File: src/rtl/aud_pkg.sv
// Shared types and constants for the audio record path.
// Holds the FSM state enum, sample/address widths and the default end address.
package aud_pkg;

  localparam int SAMPLE_W = 16;
  localparam int ADDR_W   = 20;
  localparam int CNT_W    = 4;

  localparam logic [ADDR_W-1:0] ADDR_MAX_DEF = 20'hFFFFF;
  localparam logic [CNT_W-1:0]  BIT_LAST     = CNT_W'(SAMPLE_W - 1);

  typedef enum logic [2:0] {
    S_IDLE  = 3'd0,
    S_WAIT  = 3'd1,
    S_SHIFT = 3'd2,
    S_WRITE = 3'd3,
    S_PAUSE = 3'd4
  } aud_state_e;

endpackage

File: src/rtl/aud_edge_det.sv
// Registered edge detector with a sample enable.
// Ports: i_clk, i_rst (async high), i_sig, i_en (sample strobe), o_edge.
// FALL=0 reports a rise, FALL=1 a fall, measured against the value
// held at the previous enabled sample.
module aud_edge_det #(
  parameter bit FALL = 1'b0
) (
  input  logic i_clk,
  input  logic i_rst,
  input  logic i_sig,
  input  logic i_en,
  output logic o_edge
);

  logic prev_q, prev_d;

  always_comb begin
    prev_d = prev_q;
    if (i_en) prev_d = i_sig;
  end

  always_ff @(posedge i_clk or posedge i_rst) begin
    if (i_rst) prev_q <= 1'b0;
    else       prev_q <= prev_d;
  end

  assign o_edge = FALL ? (i_en & prev_q & ~i_sig)
                       : (i_en & ~prev_q & i_sig);

endmodule

File: src/rtl/aud_record.sv
// I2S left-channel recorder writing 16-bit samples to SRAM.
// Ports: i_clk, i_rst, i_start/i_pause/i_stop commands, codec i_bclk,
// i_adclrck, i_adcdat; SRAM o_sram_we/addr/data; o_stop_addr; o_state.
module aud_record
  import aud_pkg::*;
#(
  parameter logic [ADDR_W-1:0] ADDR_MAX = ADDR_MAX_DEF
) (
  input  logic                i_clk,
  input  logic                i_rst,
  input  logic                i_start,
  input  logic                i_pause,
  input  logic                i_stop,
  input  logic                i_bclk,
  input  logic                i_adclrck,
  input  logic                i_adcdat,
  output logic                o_sram_we,
  output logic [ADDR_W-1:0]   o_sram_addr,
  output logic [SAMPLE_W-1:0] o_sram_data,
  output logic [ADDR_W-1:0]   o_stop_addr,
  output logic [2:0]          o_state
);

  aud_state_e          state_q, state_d;
  logic [ADDR_W-1:0]   addr_q, addr_d;
  logic [ADDR_W-1:0]   stop_q, stop_d;
  logic [SAMPLE_W-1:0] shift_q, shift_d;
  logic [CNT_W-1:0]    bit_q, bit_d;
  logic                bclk_rise;
  logic                frame_start;

  aud_edge_det u_bclk (
    .i_clk  (i_clk),
    .i_rst  (i_rst),
    .i_sig  (i_bclk),
    .i_en   (1'b1),
    .o_edge (bclk_rise)
  );

  // lrc is only sampled on bclk rises, so a fall here is the
  // left-frame delay bit: lrc=0 now, lrc=1 at the previous rise.
  aud_edge_det #(.FALL(1'b1)) u_lrc (
    .i_clk  (i_clk),
    .i_rst  (i_rst),
    .i_sig  (i_adclrck),
    .i_en   (bclk_rise),
    .o_edge (frame_start)
  );

  always_comb begin
    state_d = state_q;
    addr_d  = addr_q;
    stop_d  = stop_q;
    shift_d = shift_q;
    bit_d   = bit_q;
    unique case (state_q)
      S_IDLE: begin
        if (i_start) begin
          state_d = S_WAIT;
          addr_d  = '0;
          bit_d   = '0;
        end
      end
      S_WAIT: begin
        if (i_stop)           state_d = S_IDLE;
        else if (i_pause)     state_d = S_PAUSE;
        else if (frame_start) begin
          state_d = S_SHIFT;
          bit_d   = '0;
        end
      end
      S_SHIFT: begin
        if (i_stop)         state_d = S_IDLE;
        else if (i_pause)   state_d = S_PAUSE;
        else if (bclk_rise) begin
          shift_d = {shift_q[SAMPLE_W-2:0], i_adcdat};
          bit_d   = bit_q + CNT_W'(1);
          if (bit_q == BIT_LAST) state_d = S_WRITE;
        end
      end
      S_WRITE: begin
        // The strobe is issued regardless of commands; they only
        // steer where we go afterwards.
        stop_d = addr_q;
        if (addr_q != ADDR_MAX) addr_d = addr_q + ADDR_W'(1);
        if (i_stop)                  state_d = S_IDLE;
        else if (i_pause)            state_d = S_PAUSE;
        else if (addr_q == ADDR_MAX) state_d = S_IDLE;
        else                         state_d = S_WAIT;
      end
      S_PAUSE: begin
        if (i_stop)       state_d = S_IDLE;
        else if (i_pause) state_d = S_PAUSE;
        else if (i_start) state_d = S_WAIT;
      end
      default: state_d = S_IDLE;
    endcase
  end

  always_ff @(posedge i_clk or posedge i_rst) begin
    if (i_rst) begin
      state_q <= S_IDLE;
      addr_q  <= '0;
      stop_q  <= '0;
      shift_q <= '0;
      bit_q   <= '0;
    end else begin
      state_q <= state_d;
      addr_q  <= addr_d;
      stop_q  <= stop_d;
      shift_q <= shift_d;
      bit_q   <= bit_d;
    end
  end

  assign o_sram_we   = (state_q == S_WRITE);
  assign o_sram_addr = addr_q;
  assign o_sram_data = shift_q;
  assign o_stop_addr = stop_q;
  assign o_state     = state_q;

endmodule

File: config.mk
export PLATFORM = sky130hd
export DESIGN_NAME = aud_record
export DESIGN_NICKNAME = d
export VERILOG_FILES = /design/src/rtl/aud_pkg.sv /design/src/rtl/aud_edge_det.sv /design/src/rtl/aud_record.sv
export SDC_FILE = /design/constraint.sdc
export NUM_CORES = 1
export LEC_CHECK = 0
export ABC_AREA = 1
export CAP_MARGIN = 20
export CORE_MARGIN = 2
export CORE_UTILIZATION = 45
export CTS_CLUSTER_DIAMETER = 80
export DETAILED_ROUTE_END_ITERATION = 10
export GPL_ROUTABILITY_DRIVEN = 0
export GPL_TIMING_DRIVEN = 0
export PLACE_DENSITY = 0.82
export SYNTH_ARGS = -nofsm -noshare
export SYNTH_HDL_FRONTEND = slang
export SYNTH_HIERARCHICAL = 1
export SYNTH_SLANG_ARGS = --single-unit
export TNS_END_PERCENT = 10
File: constraint.sdc
create_clock -name i_clk -period 4 [get_ports i_clk]
set_input_delay 0.6 -clock i_clk [delete_from_list [all_inputs] [get_ports i_clk]]
set_output_delay 0.6 -clock i_clk [all_outputs]
set_load 0.005 [all_outputs]
# Word-level counts from Yosys, hierarchy flattened
# Index checks and enable logic that the tools add are counted.
dict set report totals {
  register_bits 65
  elab_cells 66
  inputBits 8
  output_inout_bits 60
}
dict set report classes {
  mux 25
  bitwise 7
  add_sub_neg 2
  n_reduce_logical 7
  n_eq_ne 18
}
# operator count
set ops {}
lappend ops {{20-bit 2-to-1 mux} 2}
lappend ops {{20-bit one-hot mux with 2 select lines} 1}
lappend ops {{3-bit 2-to-1 mux} 12}
lappend ops {{4-bit 2-to-1 mux} 7}
lappend ops {{20-bit by 1-bit adder with 20-bit output, second input constant} 1}
lappend ops {{20-bit equality test, second input constant} 1}
lappend ops {{20-bit != test, second input constant} 1}
lappend ops {{3-bit one-hot mux with 5 select lines} 1}
lappend ops {{2-bit != test, second input constant} 6}
lappend ops {{4-bit one-hot mux with 3 select lines} 1}
lappend ops {{4-bit != test, second input constant} 2}
lappend ops {{8-bit AND reduction} 1}
lappend ops {{3-bit by 2-bit equality test with 1-bit output, second input constant} 2}
lappend ops {{3-bit AND reduction} 2}
lappend ops {{4-bit by 1-bit adder with 4-bit output, second input constant} 1}
lappend ops {{4-bit equality test, second input constant} 1}
lappend ops {{2-bit by 1-bit != test with 1-bit output, second input constant} 2}
lappend ops {{4-bit by 3-bit != test with 1-bit output, second input constant} 1}
lappend ops {{1-bit inverter} 4}
lappend ops {{4-bit AND reduction} 1}
lappend ops {{1-bit AND} 3}
lappend ops {{3-bit by 1-bit equality test with 1-bit output, second input constant} 1}
lappend ops {{3-bit equality test, second input constant} 1}
lappend ops {{3-bit zero test} 1}
lappend ops {{other kinds (3)} 3}

# Longest topological paths before layout
# Gate-level depths: netlist (run 1).
dict set report logic_depth {
  ltp_word 8
  depth_mapped 11
  ltp_nobuf 11
}

# By module
# The synthesis (run 1) kept the hierarchy.
# mod seq_area_each_um2 area_per_inst_um2 cells_per_inst instances
set by_module_without_submodules {}
lappend by_module_without_submodules {aud_record 1576.5 3116.7 370 1}
lappend by_module_without_submodules {{aud_edge_det at u_lrc} 25.0 51.3 8 1}
lappend by_module_without_submodules {{aud_edge_det at u_bclk} 25.0 50.0 7 1}

# Worst setup path after synthesis (run 1)
# No wires, ideal clock.
dict set report synth_timing {
  path_type {input to register}
  from {input port i_bclk}
  to {register bit_q[2]}
  cell_stages 11
  arrival_time_ps 1491
  n_path_buf 0
  setup_slack_ps 2388
  setup_ps 121
  required_time_ps 3879
  path_cell_list {nand2_1 -> nor2_2 -> nand2_1 -> nor2_1 -> inv_1 -> nand3_1 -> nand2_1 -> nor3_2 -> nand2_2 -> nand2_1 -> o21ai_1}
}
dict set report synth_between {
  elab_chain_len 5
  word_cells_on_any_way 6
  cone_classes {eq/ne (2); bitwise (3); reduce/logical (1)}
}
# item line_no
set synth_lines {}
lappend synth_lines {{from (decl)} aud_record.sv:14} ;# input logic i_bclk,
lappend synth_lines {{1-bit AND} aud_edge_det.sv:28} ;# : (i_en & ~prev_q & i_sig);
lappend synth_lines {{via bclk_rise} aud_record.sv:29} ;# logic bclk_rise;
lappend synth_lines {{1-bit AND (2 in series)} aud_edge_det.sv:27} ;# assign o_edge = FALL ? (i_en & prev_q & ~i_sig)
lappend synth_lines {{via frame_start} aud_record.sv:30} ;# logic frame_start;
lappend synth_lines {{2-bit != test (no line)} --}
lappend synth_lines {{8-bit AND reduction (no line)} --}
lappend synth_lines {{to (signal assigned)} aud_record.sv:112} ;# bit_q <= bit_d;
lappend synth_lines {{to (decl)} aud_record.sv:28} ;# logic [CNT_W-1:0] bit_q, bit_d;
# The timed path passes the listed nets, and every way through them passes these cells.
# A chain may end at the register's enable or synchronous reset.

# Final worst setup path (run 1)
dict set report layout_timing {
  from {register state_q[2] (netlist: o_state[2])}
  to {output port o_sram_we}
}
dict set report layout_between {
  elab_chain_len 1
}
# item line_no
set layout_lines {}
lappend layout_lines {{from (decl)} aud_record.sv:24} ;# aud_state_e state_q, state_d;
lappend layout_lines {{from (signal assigned)} aud_record.sv:108} ;# state_q <= state_d;
lappend layout_lines {{3-bit by 2-bit equality test with 1-bit output} aud_record.sv:116} ;# assign o_sram_we = (state_q == S_WRITE);
lappend layout_lines {{to (decl)} aud_record.sv:17} ;# output logic o_sram_we,
# Every way passes these cells.

==> run metrics, run 1 <==
critical path type=flip-flop to primary output; total CTS buffers=9; Max Root-Sink Buffers=2; Hold WS=0.473 ns; IO Pins=68; main combinational cell family by area after synthesis=simple AND/OR/NAND/NOR gates; initial antenna violation count=0; GRT Overall Usage=21.4%; crit end category=primary output; # setup viols final=0; Tot Pwr=0.00183 W; CTS root buffer=clkbuf_8; vias per cell=5.02; most frequent cells in the layout=101 x nand2_1, 67 x clkdlybuf4s50_1, 65 x dfrtp_1; main area contributors after synthesis=dfrtp_1 51%, nand2_1 12%, inv_1 4.4%; sw frac=33.4%; register area share after synthesis=50.5%; largest net degree at the start of global routing=38; Synth top area share=50.5%; fin nets=475; post-synth cell types=32; Synth Area in Simple Gates=25.7%; met2 routed WL=3670 µm; P_leak=1.78 nW; worst setup margin=1.54 ns; Layout fillers=618; Slew headroom=61.1%; Top Family by Delay on Critical Path=buffers and inverters; first-pass GRT wire length=12,700 µm; vias=2,840; Reg2Reg Depth=9; Die Area=7840 µm²; # rows=30; I/O Buffers=67; Die Y=88.6 µm; synthesis-to-layout area growth=30.6%; Clk pwr share=26.8%; power per cell area=435 nW/µm²; slowest cell on the critical path=clkdlybuf4s50_1; post-synthesis compound-gate area fraction=12.9%; commonest non-fill, non-tap cell in the layout=nand2_1; final worst clock skew=0.00906 ns; Met3 Wirelength=580 µm; diodes inserted=0; drt first pass iters=5; Starting Density=46.8%; wire per inst=13.3 µm; vias in the first global route=2,727; clk slew on worst S/H paths=0.08 ns; final hold violations=0; Switch Pwr=0.000611 W; synth warn=6; Tightest Pin Transition=0.582 ns; post-synthesis cell area=3220 µm²; crit-path max FO=10; slowest stage delay, CP=0.54 ns; setup TNS=0 ns; max layer used=met4; clock sink count=65; post-CTS sizing=0; Slew Limit Fails=0; Metal-1 WL=3180 µm; antenna-violating nets left=0; Syn Inst Count=385; WP buf/inv=3; Gate power share=28.2%; critical path arrival=1.86 ns; outcome=finished clean; H-tree depth=3; Post-route DRC=0; fmax=406 MHz; minimum clock period=2.46 ns; core box area=6870 µm²; Req. time, crit path=3.40 ns; Post-DP HPWL=5520 µm; Total Wirelength=7530 µm; fin util=61.2%; Startpoint Class=flip-flop; Adder-Cell Fraction of Synth Area=0.778%; critical path depth=4; layout cell share with drive strength beyond 1=12.6%; internal power=0.00122 W; peak supply drop=0.000319 V; Die X-Extent=88.6 µm; flop and latch count out of synthesis=65; post-synthesis mux area share=0%; max-cap violations=0; Tcrit/Tclk final=61.6%; 1st-iter DRT viols=118; Min-Delay Path Class=input port to asynchronous set/reset pin; Post-CTS Setup Bufs=0; global route overflow=0; CP cell instances=inv_1 -> nand3_2 -> inv_2 -> clkdlybuf4s50_1; CTS tree=yes; top cell type by total area after synthesis=dfrtp_1; hold_buf cts=0; sequential power share=45.0%; XOR/XNOR Fraction of Synth Area=3.27%; clk_lat worst skew=0.35 ns; RSZ-0062 raised after global routing=false; pre-CTS setup slack=1.76 ns; R2R setup slack=2.13 ns; Synth Area per Inst=8.36 µm²
[cells by family (layout without fill, tap and decap cells)]
logic type / count (synthesis) / count (layout)
and+or+nand+nor: 187 / 187
AOI/OAI and AO/OA: 65 / 65
DFF: 65 / 65
buffers and inverters: 53 / 137
xor gates and xnor gates: 12 / 12
adders and majority gates: 2 / 2
other: 1 / 2
[state kept, by name (all words and copies together), names as in the netlist]
signal         count
o_sram_addr       20
bit_q              4
o_sram_data       16
o_state            3
u_bclk/prev_q      1
o_stop_addr       20
u_lrc/prev_q       1
[power by group through the flow]
| stage | Sequential (W) | Clock, W | Combinational, W |
|---|---|---|---|
| after floorplan | 0.000832 | 0 | 0.000259 |
| after global placement | 0.000832 | 0 | 0.000498 |
| after detailed placement | 0.000833 | 0 | 0.000519 |
| after CTS | 0.000824 | 0.000503 | 0.000520 |
| after global routing | 0.000837 | 0.000528 | 0.000573 |
| final | 0.000823 | 0.000491 | 0.000516 |
[routing by layer]
layer / vias up / GRT usage, %
met5: - / 0
met4: 0 / 8.26
met3: 12 / 6.06
met2: 108 / 33.8
met1: 1325 / 28.0
li1: 1395 / -
[synthesized netlist by cell type, drive strengths merged]
cell type	number
nand2	106
o22ai	6
xor2	11
xnor2	1
ha	2
buf	7
o21ai	48
a21oi	9
nand3	25
nor2	42
a2111oi	1
o21bai	1
clkbuf	3
conb	1
or2	3
dfrtp	65
nand4	4
inv	43
nor3	7
[worst reg2reg max path, delay by kind of cell (launching register included)]
| family | cells | cell delay, ns |
|---|---|---|
| and+or+nand+nor | 5 | 0.56 |
| DFF | 1 | 0.45 |
| AOI/OAI and AO/OA | 2 | 0.25 |
| adders and majority gates | 1 | 0.36 |
| buffers and inverters | 1 | 0.16 |
[layout make-up]
cell class	instances	area (µm²)	share of cell area (%)
sequential	65	1630	38.7
tap	96	120	2.86
inverter	43	161	3.84
clock inverter	7	47.5	1.13
buffer	10	56.3	1.34
clock buffer	9	124	2.95
timing repair buffer	68	691	16.4
multi-input combinational	268	1380	32.8
[path summary, 6_finish.rpt]
check	start	endpoint
max	o_state[2]	o_sram_we
min	i_rst	u_bclk/prev_q
max reg2reg	o_sram_addr[0]	o_sram_addr[11]
min reg2reg	o_stop_addr[13]	o_stop_addr[13]
max in group asynchronous	i_rst	o_stop_addr[6]
min in group i_clk	o_stop_addr[13]	o_stop_addr[13]
[through the flow]
stage                     area [µm²]  instances
after floorplan                 3220        386
after global placement          4010        549
after detailed placement        4030        550
after CTS                       4200        566
after global routing            4200        566
final                           4200        566
(Power assumes the default switching activity.)
==> run 2, diff against run 1 <==
--- a/config.mk
+++ b/config.mk
@@ -13,7 +13,7 @@
 export DETAILED_ROUTE_END_ITERATION = 10
 export GPL_ROUTABILITY_DRIVEN = 0
 export GPL_TIMING_DRIVEN = 0
-export PLACE_DENSITY = 0.82
+export PLACE_DENSITY = 0.85
 export SYNTH_ARGS = -nofsm -noshare
 export SYNTH_HDL_FRONTEND = slang
 export SYNTH_HIERARCHICAL = 1
==> constraint.sdc (replaced) <==
create_clock -name i_clk -period 2.26 [get_ports i_clk]
set_input_delay 0.339 -clock i_clk [delete_from_list [all_inputs] [get_ports i_clk]]
set_output_delay 0.339 -clock i_clk [all_outputs]
set_load 0.005 [all_outputs]
==> run 2 against run 1 <==
  * Register-to-register slack lost 1.8 ns
  * Die area stayed put
  * Flip-flop and latch count is the same
  * Combinational power rose by 78%
  * Utilization grew 1.0 points
  * Largest power group unchanged
  * Critical path type unchanged
  * Routed wire length rose by 6.0%
  * Clock skew down 0.0017 ns
==> run metrics, run 2 (same netlist as run 1, synthesis figures left out) <==
outcome=finished clean; first-pass GRT wire length=13,500 µm (+6.5%); fin nets=475 (unchanged); Die Y=88.6 µm (unchanged); R2R setup slack=0.38 ns (-1.75 ns); drt first pass iters=4 (-1); fin util=62.2% (+1.0 points); Total Wirelength=7980 µm (+6.0%); Reg2Reg Depth=9 (unchanged); critical path arrival=1.80 ns (-0.06 ns); Max Root-Sink Buffers=2 (unchanged); initial antenna violation count=0 (unchanged); RR Endpoint=o_sram_addr[7]; vias in the first global route=2,839 (+4.1%); Slew headroom=65.0% (+3.8 points); Req. time, crit path=1.92 ns (-1.48 ns); IO Pins=68 (unchanged); crit-path max FO=10 (unchanged); vias=2,869 (+1.0%); critical path type=flip-flop to primary output; RSZ-0062 raised after global routing=false; clock sink count=65 (unchanged); Tightest Pin Transition=0.525 ns (-0.0576 ns); Die Area=7840 µm² (unchanged); synthesis-to-layout area growth=32.8%; Reg-to-Reg Start=o_sram_addr[0]; Post-CTS Setup Bufs=0 (unchanged); largest net degree at the start of global routing=41 (+7.9%); CTS root buffer=clkbuf_8; fmax=468 MHz; Min-Delay Path Class=input port to asynchronous set/reset pin; # rows=30 (unchanged); P_leak=1.81 nW (+1.5%); core box area=6870 µm² (unchanged); Starting Density=46.8% (unchanged); GRT Overall Usage=22.7% (+1.4 points); max-cap violations=0 (unchanged); Startpoint Class=flip-flop; diodes inserted=0 (unchanged); Post-DP HPWL=5700 µm (+3.4%); 1st-iter DRT viols=210 (+78%); layout cell share with drive strength beyond 1=12.6% (unchanged); Slew Limit Fails=0 (unchanged); wire per inst=14.1 µm (+6.0%); Die X-Extent=88.6 µm (unchanged); Tcrit/Tclk final=94.5%; setup TNS=0 ns (unchanged); power per cell area=826 nW/µm² (+90%); commonest non-fill, non-tap cell in the layout=nand2_1; minimum clock period=2.14 ns; final worst clock skew=0.00740 ns (-0.00165 ns); # setup viols final=0 (unchanged); most frequent cells in the layout=101 x nand2_1, 67 x clkdlybuf4s50_1, 65 x dfrtp_1; global route overflow=0 (unchanged); vias per cell=5.07 (+1.0%); crit end category=primary output; Post-route DRC=0 (unchanged); I/O Buffers=67 (unchanged); CTS tree=yes; peak supply drop=0.000481 V (+51%); total CTS buffers=9 (unchanged); clk slew on worst S/H paths=0.07 ns (about the same); clk_lat worst skew=0.36 ns (about the same); H-tree depth=3 (unchanged); antenna-violating nets left=0 (unchanged); final hold violations=0 (unchanged)
[run 2: cell count changes in the layout (fill, tap and decap cells not counted)]
cell,previous run,this run
inv_2,6,5
clkinvlp_4,2,1
inv_6,0,1
nand3_4,0,1
clkinv_2,3,1
bufinv_16,0,2
clkbuf_8,9,10
nand3_2,2,1
[run 2: worst max-delay path by stage]
stage | from | endpoint | slack (ns) | depth (start not counted)
floorplan | i_rst | bit_q[0] | 0.35 | 1
global placement | i_rst | o_stop_addr[14] | -0.77 | 2
detailed placement | i_bclk | bit_q[0] | 0.29 | 12
CTS | o_state[2] | o_sram_we | 0.009 | 4
global route | o_state[2] | o_sram_we | 0.01 | 4
finish | o_state[2] | o_sram_we | 0.12 | 4
[run 2: power breakdown]
part | total, W | internal (W) | switching [W]
sequential | 0.00146 | 0.00132 | 0.000142
combinational | 0.000918 | 0.000442 | 0.000476
clock | 0.00115 | 0.000654 | 0.000491
total | 0.00353 | 0.00242 | 0.00111
[run 2: layout make-up]
type | instances | area [µm²]
Fill cell | 582 | 2600
Inverter | 43 | 166
Timing Repair Buffer | 68 | 691
Clock buffer | 10 | 138
Tap cell | 96 | 120
Clock inverter | 6 | 90.1
Multi-Input combinational cell | 268 | 1390
Sequential cell | 65 | 1630
Buffer | 10 | 56.3
[run 2: metrics by stage]
| step | std cells | power [W] | worst slack (ns) | hold slack (ns) | area [µm²] |
|---|---|---|---|---|---|
| after CTS | 566 | 0.00354 | 0.00855 | 0.185 | 4260 |
| after global placement | 549 | 0.00235 | -0.771 | 0.452 | 4010 |
| after detailed placement | 550 | 0.00239 | 0.288 | 0.465 | 4030 |
| after floorplan | 386 | 0.00193 | 0.351 | 0.0677 | 3220 |
| after global routing | 566 | 0.00372 | 0.0125 | 0.205 | 4270 |
| final | 566 | 0.00353 | 0.124 | 0.196 | 4270 |
[run 2: repair_timing]
action                     CTS  global route
hold buffers                 0             0
setup endpoints to repair    0             1
gates resized for setup      0             3
[run 2: routing by layer]
layer  vias to the layer above  track usage (%)  wire [µm]
met5                         -                0          0
met4                         0             8.54        123
met3                        13             5.97        513
met2                        94             38.0       4000
met1                      1369             28.4       3350
li1                       1393                -          -
[run 2: worst max-delay path: stages, from the launching register on]
cell             delay [ns]
dfrtp_1                0.47
inv_1                  0.18
nand3_4                0.14
clkinv_4               0.14
clkdlybuf4s50_1        0.51
==> run 3, diff against run 2 <==
--- a/config.mk
+++ b/config.mk
@@ -6,6 +6,7 @@
 export NUM_CORES = 1
 export LEC_CHECK = 0
 export ABC_AREA = 1
+export ABC_CLOCK_PERIOD_IN_PS = 2260
 export CAP_MARGIN = 20
 export CORE_MARGIN = 2
 export CORE_UTILIZATION = 45
==> results of run 3 <==
The final DEF is identical to that of run 2; final timing and power are the same.
